===== src/rtl/rc_pkg.sv =====
// Shared types and helpers for the adder residue checker.
// Residues are 2-bit mod-3 values that never hold 3.
package rc_pkg;

    localparam int RC_WIDTH = 8;

    typedef enum logic {
        RUN   = 1'b0,
        FAULT = 1'b1
    } rc_state_t;

    // Both operands must already be reduced (0..2), so one conditional subtract suffices.
    function automatic logic [1:0] mod3(input logic [1:0] x, input logic [1:0] y);
        logic [2:0] t;
        t = {1'b0, x} + {1'b0, y};
        return (t >= 3'd3) ? 2'(t - 3'd3) : t[1:0];
    endfunction

endpackage


===== src/rtl/mod3_residue.sv =====
// Combinational N-bit value -> mod-3 residue.
// Each bit pair carries weights 1 and 2, so a pair's residue is its own value with 3 folded to 0.
module mod3_residue #(
    parameter int N = 8
) (
    input  logic [N-1:0] value,
    output logic [1:0]   residue
);
    import rc_pkg::*;

    localparam int P = (N + 1) / 2;

    logic [2*P-1:0] padded;

    always_comb begin
        padded         = '0;
        padded[N-1:0]  = value;
        residue        = 2'd0;
        for (int i = 0; i < P; i++) begin
            residue = mod3(residue, (padded[2*i +: 2] == 2'd3) ? 2'd0 : padded[2*i +: 2]);
        end
    end

endmodule


===== config.mk =====
export PLATFORM = sky130hd
export DESIGN_NAME = mod3_residue
export DESIGN_NICKNAME = d
export VERILOG_FILES = /design/src/rtl/rc_pkg.sv /design/src/rtl/mod3_residue.sv
export SDC_FILE = /design/constraint.sdc
export NUM_CORES = 1
export LEC_CHECK = 0
export CORE_AREA = 2 2 39 41
export DETAILED_ROUTE_END_ITERATION = 16
export DIE_AREA = 0 0 41 43
export PLACE_DENSITY = 0.43
export RECOVER_POWER = 50
export SYNTH_ARGS = -nofsm -noshare
export SYNTH_HDL_FRONTEND = slang
export SYNTH_SLANG_ARGS = --single-unit
export TNS_END_PERCENT = 20

===== constraint.sdc =====
create_clock -name vclk -period 10.1
set_input_delay 1.515 -clock vclk [all_inputs]
set_output_delay 1.515 -clock vclk [all_outputs]
set_load 0.1 [all_outputs]

# --- Yosys cells after proc, flatten, opt, wreduce, memory -nomap -nowiden ---
# Cells that the tools add are included.
totals:
  regBits: 0
  output_inout_bits: 2
  elab_cells: 23
classes:
  n_addsub: 7
  magnitude_cmp: 4
  eq_ne: 4
  muxes: 8
op_table:
  columns: ["operator", "n"]
  rows:
  - ["$mux 2", 8]
  - ["$add 2x2->3", 3]
  - ["$ge 3x2->1 const B", 3]
  - ["$eq 2x2->1 const B", 4]
  - ["$sub 2x2->2 const B", 4]
  - ["$ge 2x2->1 const B", 1]

# --- Depth between registers and ports, before layout ---
depth:
  depth_word: 13
  depth_mapped: 16
  ltp_nobuf: 16

# --- Worst setup path before layout ---
# No wires, ideal clock.
synth_path:
  kind: "input to output"
  startpoint: "in value[0]"
  endpoint: "out residue[0]"
  t_arrival_ps: 7218
  t_required_ps: 8585
  path_slack_ps: 1367
  cell_stages: 15
  path_buffers: 0
  cell_sequence: "nor2b_1 > ha_1 > fa_1 > ha_1 > or4b_1 > o21ai_0 > ha_1 > fa_1 > ha_1 > or3_1 > o21a_1 > fa_1 > ha_1 > nor2_1 > o21ai_0"
synth_between:
  elab_chain_len: 13
  word_cells_on_any_way: 17
  cone_classes: "7 x add/sub; 4 x order compare; 1 x eq/ne; 5 x mux"
synth_rtl:
  columns: ["item", "line_no", "source"]
  rows:
  - ["start: declaration", "mod3_residue.sv:6", "input logic [N-1:0] value,"]
  - ["$eq 2x2->1", "mod3_residue.sv:20", "residue = mod3(residue, (padded[2*i +: 2] == 2'd3) ? 2'd0 : padded[2*i +: 2]);"]
  - ["$mux 2 (*)", "mod3_residue.sv:20", null]
  - ["$sub 2x2->2 or $ge 2x2->1 (tied branches)", "rc_pkg.sv:16", "return (t >= 3'd3) ? 2'(t - 3'd3) : t[1:0];"]
  - ["$mux 2 (*)", "rc_pkg.sv:16", null]
  - ["$add 2x2->3 (*)", "rc_pkg.sv:15", "t = {1'b0, x} + {1'b0, y};"]
  - ["$ge 3x2->1 or $sub 2x2->2 (tied branches)", "rc_pkg.sv:16", null]
  - ["$mux 2 (*)", "rc_pkg.sv:16", null]
  - ["$add 2x2->3 (*)", "rc_pkg.sv:15", null]
  - ["$ge 3x2->1 or $sub 2x2->2 (tied branches)", "rc_pkg.sv:16", null]
  - ["$mux 2 (*)", "rc_pkg.sv:16", null]
  - ["$add 2x2->3 (*)", "rc_pkg.sv:15", null]
  - ["$ge 3x2->1 or $sub 2x2->2 (tied branches)", "rc_pkg.sv:16", null]
  - ["$mux 2 (*)", "rc_pkg.sv:16", null]
  - ["end: declaration", "mod3_residue.sv:7", "output logic [1:0] residue"]
# Every way passes the cells marked *; elsewhere a longest branch is shown, timed or not.

# --- Worst setup path after layout ---
# Same ends and word-level chain as after synthesis.

==> results <==
## layer usage
layer	vias up	GRT usage (%)
li1	137	-
met1	118	8.974
met2	8	14.06
met3	0	0
met4	0	0
met5	-	0
## logic make-up (layout without fill, tap and decap cells)
| kind of cell | count (synthesis) | count (layout) |
|---|---|---|
| buf+inv | 0 | 10 |
| fa+ha+maj | 9 | 9 |
| compound gates | 6 | 6 |
| simple gates | 16 | 16 |
## through the flow
stage | instance area (µm²) | util, % | hold slack (ns)
6_report | 390.4 | 28.21 | 4.340
5_1_grt | 390.4 | 28.21 | 4.444
4_1_cts | 394.1 | 28.48 | 4.086
3_5_place_dp | 394.1 | 28.48 | 4.084
3_3_place_gp | 394.1 | 28.48 | 4.049
2_1_floorplan | 276.5 | - | 3.854
## cell usage in the layout, fill, tap and decap left out
cell	count
ha_1	6
or4b_1	2
o21ai_0	2
o21a_1	1
nor2b_1	8
clkdlybuf4s50_1	9
or3_1	1
clkbuf_1	1
nor3_1	3
nor2_1	2
o32a_1	2
a21oi_1	1
fa_1	3
## worst paths after layout
kind                  from    endpoint  slack (ns)  cells past startpoint
hold / removal    value[7]  residue[0]        4.34                      5
setup / recovery  value[0]  residue[0]        1.29                     18
## final cells by class
type / instances / area [µm²] / area share [%]
repair buffers: 10 / 93.84 / 24.04
well taps: 16 / 20.02 / 5.128
multi-input cells: 31 / 276.5 / 70.83
==> results.md <==
- Data on the critical path arrives at its endpoint at 7.30 ns.
- The number of resized instances in the post-cts repair step is 0.
- Summing the sequential cell areas from Yosys gives 0% of the chip area.
- The critical path is of the in -> out type.
- The repair_antennas step left the layout with diodes totalling 0.
- The first-pass iteration count of the detailed router is 2.
- The layout cell share with drive strength beyond 1 is 0%.
- The synthesized netlist devotes 35.75% of its cell area to simple gates.
- For this run the aggregate overflow at the end of global routing stands at 0.
- After the flow finishes, the layout carries non-filler instances totaling 57.
- The largest individual stage delay along the critical path comes from the cell clkbuf_1.
- Counting every net in the synthesized netlist gives 48.
- In this run the vertical extent of the chip is 43 µm.
- The kind of cell with the highest combined delay along the critical path is adder cells.
- Among the stages of the critical path, the cell type that occurs most often is ha_1.
- The core region is 1384 µm².
- The count of synthesis-stage warnings from yosys is 0.
- The die is 41 µm wide.
- Dividing the synthesized area by the synthesized cell count gives 8.920 µm².
- After synthesis, the largest family of logic cells by area is adder cells.
- The share of the clock period used by the worst path after layout is 87.23%.
- The number of hold buffers added after CTS was 0.
- Dividing the detail-routed via count by the number of cells gives 4.614.
- The violation count after the first detailed-routing iteration is 2.
- In this run the worst path has a maximum fanout of 4.
- The number of max-slew violations in the final report is 0.
- The DRC violation count after routing is 0.
- The xor and xnor area share after synthesis is 0%.
- The final sequential cell count is 0.
- After layout, the minimum clock period comes to 8.810 ns.
- The total setup violations reported at the end of the flow is 0.
- The post-CTS setup buffer count is 0.
- The floorplan has 14 rows.
- The commonest cells after synthesis are nor2b_1 (8), ha_1 (6), fa_1 (3), nor3_1 (3).
- The total wire length is 554 µm.
- The pin count of the biggest net entering global routing is 5.
- The total number of vias is 263.
- The max capacitance violation total is 0.
- The number of distinct standard cells referenced by the synthesized netlist is 11.
- The detail route stage leaves a number of antenna-violating nets equal to 0.
- The fmax is 113.5 MHz.
- After legalization and detailed placement, the total HPWL measured 493.9 µm.
- In the post-synthesis netlist, the biggest area contributors are ha_1 (27%), fa_1 (22%), nor2b_1 (18%).
- The post-synthesis share of cell area spent on full adders, half adders and majority gates is 48.87%.
- Summing the areas of all compound-gate instances in the mapped netlist gives 15.38% of the synthesized area.
- Traced cell by cell, the critical path runs through clkdlybuf4s50_1 -> nor2b_1 -> ha_1 -> fa_1 -> ha_1 -> or4b_1 -> o21ai_0 -> ha_1 -> fa_1 -> ha_1 -> or3_1 -> a21oi_1 -> ha_1 -> fa_1 -> ha_1 -> or4b_1 -> o21ai_0 -> clkbuf_1.
- The remaining max-slew budget at the tightest pin is 22.90%.
- The first global-routing pass estimated 979 µm of wire.
- The met3 layer wire length in the routed design is 35 µm.
- The slew at the pin closest to its max-slew limit is 1.161 ns.
- The final-stage net count is 60.
- Setup slack on the critical path of the routed design comes to 1.290 ns.
- During I/O placement, the number of pins put on the boundary was 10.
- The run finished with clean final reports.
- The detailed router put a total of 235 µm of wire on met1.
- The area added between synthesis and finish is 41.18%.
- In the finished layout, the clock tree contains a buffer count of 0.
- Of the post-synthesis cell area, the dominant cell type holds 27.15%.
- The total buffers and inverters traversed by the critical path is 2.
- The cell total after placement is 57.
- The multiplexer share of the synthesized area is 0%.
- Counting the fill cells in the layout gives 152.
- STA classifies the critical path startpoint as a primary input.
- In this run the top signal layer used is met3.
- The count of final hold-check violations is 0.
- The worst slack at placement is 1.290 ns.
- The most common cell in the netlist is nor2b_1.
- Data on the critical path is required at its endpoint by 8.59 ns.
- In the final timing run, aggregate negative setup slack is 0 ns.
- The maximum single-stage delay on the critical path is 0.88 ns.
- The synthesized netlist occupies a cell area of 276.5 µm².
- The count of buffers added on input and output ports is 10.
- Counting every instance in the synthesized netlist gives 31.
- The global router's overall resource usage is 7.322%.
- The class of the tightest hold or removal check is in -> out.
- Setup repair after global routing left no endpoint under its margin.
- After detailed routing, the average wire length per cell comes to 9.719 µm.
- The kind of end point of the critical path is a primary output.
- The die covers 1763 µm².
- The met2 layer wire length in the routed design is 282 µm.
- The congestion estimate from routability-driven global placement came to 0.5470.
- The area taken by flip-flops and latches is 0 µm².
- The via count of the first global-routing pass is 257.
- The initial antenna violation count was 0.
- The initial utilization of the core area, before any placement, comes to 19.98%.
- The top cell type by total area after synthesis is ha_1.
Power of run 1 is not shown: default switching activity piles up to over one toggle a cycle in this logic, so the estimate is an artifact.
